[src/rtl/pdm_decimator_if.sv]
// pdm_decimator_if
//   Bundles the PDM input stream and the decimated PCM output of the
//   pdm_decimator so that producer and consumer share one connection.
//   Signals:
//     pdm_in     1-bit PDM data, meaningful only when pdm_valid=1
//     pdm_valid  one PDM bit consumed per clk cycle with pdm_valid=1
//     pcm_out    unsigned 16-bit decimated sample, held between updates
//     pcm_valid  one-cycle pulse marking a new pcm_out value
//   Modports:
//     slave   the decimator (consumes PDM, produces PCM)
//     master  the PDM source / PCM consumer side
interface pdm_decimator_if;
    logic        pdm_in;
    logic        pdm_valid;
    logic [15:0] pcm_out;
    logic        pcm_valid;

    modport slave (
        input  pdm_in,
        input  pdm_valid,
        output pcm_out,
        output pcm_valid
    );

    modport master (
        output pdm_in,
        output pdm_valid,
        input  pcm_out,
        input  pcm_valid
    );
endinterface

[src/rtl/pdm_decimator.sv]
// pdm_decimator
//   Recovers unsigned 16-bit PCM from a 1-bit PDM stream using a
//   2nd-order CIC (sinc^2) decimator with ratio R = 2**DECIM_LOG2.
//   Output format: 0x0000 = minimum, 0xFFFF = full scale.
//   Ports:
//     clk    single system clock, rising edge
//     rst_n  asynchronous active-low reset, clears all state
//     bus    pdm_decimator_if.slave: pdm_in/pdm_valid in,
//            pcm_out/pcm_valid out
//   Pipeline: the edge that samples the R-th strobe of a frame updates
//   the integrators and flags the frame; the following edge runs the
//   comb stages on the settled integrator value and registers pcm_out.
module pdm_decimator #(
    parameter int DECIM_LOG2 = 8
) (
    input  logic            clk,
    input  logic            rst_n,
    pdm_decimator_if.slave  bus
);

    localparam int W     = 2 * DECIM_LOG2 + 1;
    localparam int SHIFT = 16 - 2 * DECIM_LOG2;
    localparam logic [DECIM_LOG2-1:0] CNT_ONE = {{(DECIM_LOG2-1){1'b0}}, 1'b1};

    generate
        if ((DECIM_LOG2 < 4) || (DECIM_LOG2 > 8)) begin : g_bad_decim
            $error("pdm_decimator: DECIM_LOG2 must be within 4..8");
        end
    endgenerate

    // Integrators, comb history and frame counter; all arithmetic wraps mod 2**W.
    logic [W-1:0]          i1_q, i1_d;
    logic [W-1:0]          i2_q, i2_d;
    logic [W-1:0]          s_prev_q, s_prev_d;
    logic [W-1:0]          c1_prev_q, c1_prev_d;
    logic [DECIM_LOG2-1:0] cnt_q, cnt_d;
    logic                  frame_q, frame_d;
    logic [15:0]           pcm_q, pcm_d;
    logic                  pcm_valid_q, pcm_valid_d;

    logic [W-1:0]          c1_s;
    logic [W-1:0]          c2_s;
    logic [15:0]           y_ext_s;

    // Next-state logic: integrator/counter update on strobes, comb on frame end.
    always_comb begin
        i1_d        = i1_q;
        i2_d        = i2_q;
        s_prev_d    = s_prev_q;
        c1_prev_d   = c1_prev_q;
        cnt_d       = cnt_q;
        frame_d     = 1'b0;
        pcm_d       = pcm_q;
        pcm_valid_d = 1'b0;

        // While frame_q is set, i2_q holds s (the value after the frame's last strobe).
        c1_s    = i2_q - s_prev_q;
        c2_s    = c1_s - c1_prev_q;
        // c2 never exceeds R**2, so only R**2 itself sets the top bit.
        y_ext_s = 16'(c2_s[W-2:0]);

        if (bus.pdm_valid) begin
            i1_d    = i1_q + {{(W-1){1'b0}}, bus.pdm_in};
            i2_d    = i2_q + i1_d;
            cnt_d   = cnt_q + CNT_ONE;
            frame_d = &cnt_q;
        end else begin
            frame_d = 1'b0;
        end

        if (frame_q) begin
            s_prev_d    = i2_q;
            c1_prev_d   = c1_s;
            pcm_valid_d = 1'b1;
            if (c2_s[W-1]) begin
                pcm_d = 16'hFFFF;
            end else begin
                pcm_d = y_ext_s << SHIFT;
            end
        end else begin
            pcm_valid_d = 1'b0;
        end
    end

    // State registers with asynchronous clear.
    always_ff @(posedge clk or negedge rst_n) begin
        if (!rst_n) begin
            i1_q        <= '0;
            i2_q        <= '0;
            s_prev_q    <= '0;
            c1_prev_q   <= '0;
            cnt_q       <= '0;
            frame_q     <= 1'b0;
            pcm_q       <= 16'h0000;
            pcm_valid_q <= 1'b0;
        end else begin
            i1_q        <= i1_d;
            i2_q        <= i2_d;
            s_prev_q    <= s_prev_d;
            c1_prev_q   <= c1_prev_d;
            cnt_q       <= cnt_d;
            frame_q     <= frame_d;
            pcm_q       <= pcm_d;
            pcm_valid_q <= pcm_valid_d;
        end
    end

    assign bus.pcm_out   = pcm_q;
    assign bus.pcm_valid = pcm_valid_q;

endmodule
[src/flat_wrapper.sv]
// flat-port wrapper written by rule: the top's interface ports become plain ports
module pdm_decimator_flat 
#(
    parameter int DECIM_LOG2 = 8
)
  (clk, rst_n, bus_pdm_in, bus_pdm_valid, bus_pcm_out, bus_pcm_valid);
  pdm_decimator_if bus_i ();
  input  logic clk;
  input  logic rst_n;
  input wire logic [$bits(bus_i.pdm_in)-1:0] bus_pdm_in;
  input wire logic [$bits(bus_i.pdm_valid)-1:0] bus_pdm_valid;
  output wire logic [$bits(bus_i.pcm_out)-1:0] bus_pcm_out;
  output wire logic [$bits(bus_i.pcm_valid)-1:0] bus_pcm_valid;
  assign bus_i.pdm_in = bus_pdm_in;
  assign bus_i.pdm_valid = bus_pdm_valid;
  assign bus_pcm_out = bus_i.pcm_out;
  assign bus_pcm_valid = bus_i.pcm_valid;
  pdm_decimator #(.DECIM_LOG2(DECIM_LOG2)) u_core (.clk(clk), .rst_n(rst_n), .bus(bus_i));
endmodule
[config.mk]
export PLATFORM = sky130hd
export DESIGN_NAME = pdm_decimator_flat
export DESIGN_NICKNAME = d
export VERILOG_FILES = /design/src/rtl/pdm_decimator_if.sv /design/src/rtl/pdm_decimator.sv /design/src/flat_wrapper.sv
export SDC_FILE = /design/constraint.sdc
export NUM_CORES = 1
export LEC_CHECK = 0
export ABC_AREA = 0
export BUFFER_PORTS_ARGS = -buffer_cell sky130_fd_sc_hd__buf_4
export CORE_ASPECT_RATIO = 2
export CORE_MARGIN = 3
export CORE_UTILIZATION = 63
export DETAILED_ROUTE_END_ITERATION = 6
export MAX_ROUTING_LAYER = met4
export PLACE_DENSITY = 0.81
export SYNTH_ARGS = -nofsm -noshare
export SYNTH_HDL_FRONTEND = slang
export SYNTH_SLANG_ARGS = --single-unit
[constraint.sdc]
create_clock -name clk -period 4.4 [get_ports clk]
set_input_delay 0.22 -clock clk [delete_from_list [all_inputs] [get_ports clk]]
set_output_delay 0.22 -clock clk [all_outputs]
set_load 0.05 [all_outputs]
==> qor.log <==
qor: clock_network.clockBufferDepth 2
qor: grt.grt-ovfl-total 0
qor: power.cellLeakagePower 3.11 nW
qor: clock_network.clock_sink_count 94
qor: finish.multiInputGateArea 0.00347 mm²
qor: place.port_buffers 20
qor: clock_network.cts_root_buffer sky130_fd_sc_hd__clkbuf_16
qor: power.design_power_total 4.81 mW
qor: clock_network.postCtsSetupBuffers 0
qor: route.postRouteAntennaNets 0
qor: finish.layout.filler_cells 715
qor: place.dpl_cells 744
qor: clock_network.cts.reportedPaths.clkPinSlew 0.07 ns
qor: clock_network.clock_insertion_delay_at_the_later_pin_of_the_skew_report 0.35 ns
qor: route.vias_per_cell 6.05
qor: synthesis.synth_seq_area_share 0.389
qor: sta.period_share 0.895
qor: critical_path.required 4.61 ns
qor: clock_network.tritoncts.num_buffers 9
qor: route.remaining_drc_errors 0
qor: flow_run.max_cap_viol_count 0
qor: synthesis.syn-num-nets 695
qor: sta.final.setup_skew 0.00805 ns
qor: grt.grt_pass1_wl 19800 µm
qor: route.drt-pass1-iter-count 4
qor: run_status.status completed
qor: floorplan.floorplan.die_area 0.0109 mm²
qor: sta.final-setup-viol-count 0
qor: grt.largest_net_degree_at_the_start_of_global_routing 53
qor: critical_path.critPathLaunchType flip-flop
qor: min_path.timing.hold.worst.class in2reg
qor: finish.area_growth_syn_to_layout 9.41%
qor: grt.number_of_antenna_violations_at_the_first_check_in_global_routing 0
qor: critical_path.cp_max_fo 16
qor: finish.layout.cells.non_filler 761
qor: floorplan.die_width 75.3 µm
qor: synthesis.synth_async_sr_flop_share 1.00
qor: floorplan.dieHeight 145 µm
qor: finish.final-seq-area 0.00235 mm²
qor: route.drt-wirelength-per-cell 15.7 µm
qor: power.power-per-cell-area 727 mW/mm²
qor: synthesis.synth_warn 0
qor: critical_path.cp_slowest_stage_delay 0.45 ns
qor: synthesis.post-synth-top-area-cell sky130_fd_sc_hd__dfrtp_1
qor: route.via_count 4602
qor: sta.finalMaxSlewViolations 0
qor: synthesis.synth_top_area_frac 0.389
qor: finish.diodes 0
qor: synthesis.post_synth_inst_count 637
qor: power.vdd.ir_drop.worst 0.394 mV
qor: synthesis.synth.distinct_cells 51
qor: critical_path.critical_path.cell_chain inv_1 > ha_1 > fa_1 > nand2b_1 > a21oi_2 > and2b_1 > xnor2_1 > ha_1 > o21ai_0 > nor2_1 > o22a_1 > a41oi_2 > o21ai_0 > xnor3_2 > a41oi_1
qor: critical_path.worstSetupEndpointType flip-flop
qor: finish.final_core_utilization 0.705
qor: synthesis.synth_edf_count 0
qor: synthesis.syn-cell-area 0.00605 mm²
qor: finish.design_area 0.00662 mm²
qor: synthesis.synth.most_common_cell sky130_fd_sc_hd__dfrtp_1
qor: critical_path.cp.arrival 4.15 ns
qor: sta.final_hold_vios 0
qor: floorplan.row_count 50
qor: grt.first_global_vias 4709
qor: place.gpl.final_weighted_congestion 0.875
qor: synthesis.ys_dominant_reg_cell sky130_fd_sc_hd__dfrtp_1
qor: synthesis.synth_top_cells_by_count sky130_fd_sc_hd__dfrtp_1 (94), sky130_fd_sc_hd__nand2_1 (56), sky130_fd_sc_hd__xnor2_1 (56)
qor: sta.worst_pin_slew 0.882 ns
qor: sta.setup_total_negative_slack 0 ns
qor: floorplan.area_of_the_core_region 0.00938 mm²
qor: finish.num-nets-final 710
qor: floorplan.initial_utilization 0.644
qor: sta.timing.fmax 254 MHz
qor: place.dp_hpwl 8380 µm
qor: place.placedInstanceArea 0.00626 mm²
qor: clock_network.cts-htree-levels 3
qor: finish.final_layout_size_suffix_gt1_frac 0.108
qor: route.drt-initial-drc-count 229
qor: floorplan.io_pins 21
qor: critical_path.path_class reg2reg
qor: synthesis.ys_ff_latch 94
qor: route.totalWireLength 11900 µm
qor: synthesis.ys_top_cells_by_area sky130_fd_sc_hd__dfrtp_1 (39%), sky130_fd_sc_hd__ha_1 (11%), sky130_fd_sc_hd__xnor2_1 (8.1%)
qor: sta.unrepaired_setup_endpoints_after_global_routing false
qor: clock_network.cts_tree built
qor: synthesis.syn_area_per_cell 9.49 µm²
qor: critical_path.library_cell_contributing_the_largest_single_delay_on_the_critical_path sky130_fd_sc_hd__xnor3_2
qor: grt.grt_use_total 0.240
qor: sta.min_period 3.94 ns
qor: sta.slew_limit_headroom 0.412
through the flow:
| step | hold WS, ns | worst slack, ns |
|---|---|---|
| after global placement | 0.236 | 0.498 |
| after CTS | 0.266 | 0.331 |
| final | 0.271 | 0.460 |
| after floorplan | -0.0756 | 0.923 |
| after detailed placement | 0.249 | 0.372 |
| after global routing | 0.282 | 0.0929 |
logic make-up after synthesis:
kind of cell               share of synthesized area
xor gates and xnor gates                       0.120
and+or+nand+nor                                0.133
adders and majority gates                      0.115
buffers and inverters                         0.0391
DFF                                            0.389
AOI/OAI and AO/OA                              0.150
muxes                                         0.0534
critical path, delay by kind of cell (launching register included):
kind,cells,cell delay [ns]
xor+xnor,2,0.69
buf+inv,1,0.06
flops,1,0.37
fa+ha+maj,3,0.94
simple gates,3,0.48
compound gates,6,1.25
what timing repair did:
| action | 4_1_cts | 5_1_grt |
|---|---|---|
| hold buffers | 1 | 0 |
| setup endpoints to repair | 0 | 3 |
| resized for setup | 0 | 2 |
| endpoints found under the hold margin | 42 | 0 |
final timing paths:
check                                       startpoint                                  to  slack (ns)  cells after the start
min reg2reg                u_core.cnt_q[7]$_DFFE_PN0P_         u_core.cnt_q[7]$_DFFE_PN0P_        0.47                      1
max in group asynchronous                        rst_n     u_core.s_prev_q[11]$_DFFE_PN0P_        2.94                      3
min in group asynchronous                        rst_n   u_core.bus.pcm_out[0]$_DFFE_PN0P_        0.40                      2
max                         u_core.i2_q[0]$_DFFE_PN0P_  u_core.bus.pcm_out[14]$_DFFE_PN0P_        0.46                     15
min                                         bus_pdm_in          u_core.i1_q[0]$_DFFE_PN0P_        0.27                      3
max reg2reg                 u_core.i2_q[0]$_DFFE_PN0P_  u_core.bus.pcm_out[14]$_DFFE_PN0P_        0.46                     15
state kept, by name, summed over array words and instances, names as in the netlist:
name / cells
u_core.c1_prev_q: 17
u_core.i1_q: 17
u_core.i2_q: 17
u_core.s_prev_q: 17
u_core.frame_q: 1
u_core.bus.pcm_valid: 1
u_core.cnt_q: 8
u_core.bus.pcm_out: 16
power breakdown:
group          total, mW  internal, mW  switching (mW)
clock              0.863         0.507           0.356
combinational       2.86          1.24            1.62
sequential          1.09         0.973           0.113
total               4.81          2.72            2.09
cell type report:
cell class	instances	share of cell area
sequential	94	0.356
clock buffer	9	0.0340
clock inverter	7	0.0159
multi-input combinational	482	0.524
inverter	42	0.0238
tap	104	0.0197
timing repair buffer	23	0.0265
placed cells by master (no fill, tap or decap), drive strengths merged, types with 5 or more instances in the layout:
cell type / instances
a211oi: 5
a21o: 13
a21oi: 39
a31oi: 17
and3: 14
buf: 22
clkbuf: 9
dfrtp: 94
ha: 51
inv: 45
mux2: 24
nand2: 56
nand2b: 12
nand3: 14
nand4: 10
nor2: 46
o21a: 7
o21ai: 46
xnor2: 56
xor2: 24
metal layers:
layer	track usage	wire length (µm)	up-vias	part of all wire
li1	-	-	2253	-
met1	0.223	4510	2255	0.38
met2	0.454	6880	61	0.58
met3	0.0383	217	33	0.018
met4	0.118	327	0	0.027
met5	-	0	-	0
(Power assumes the default switching activity.)
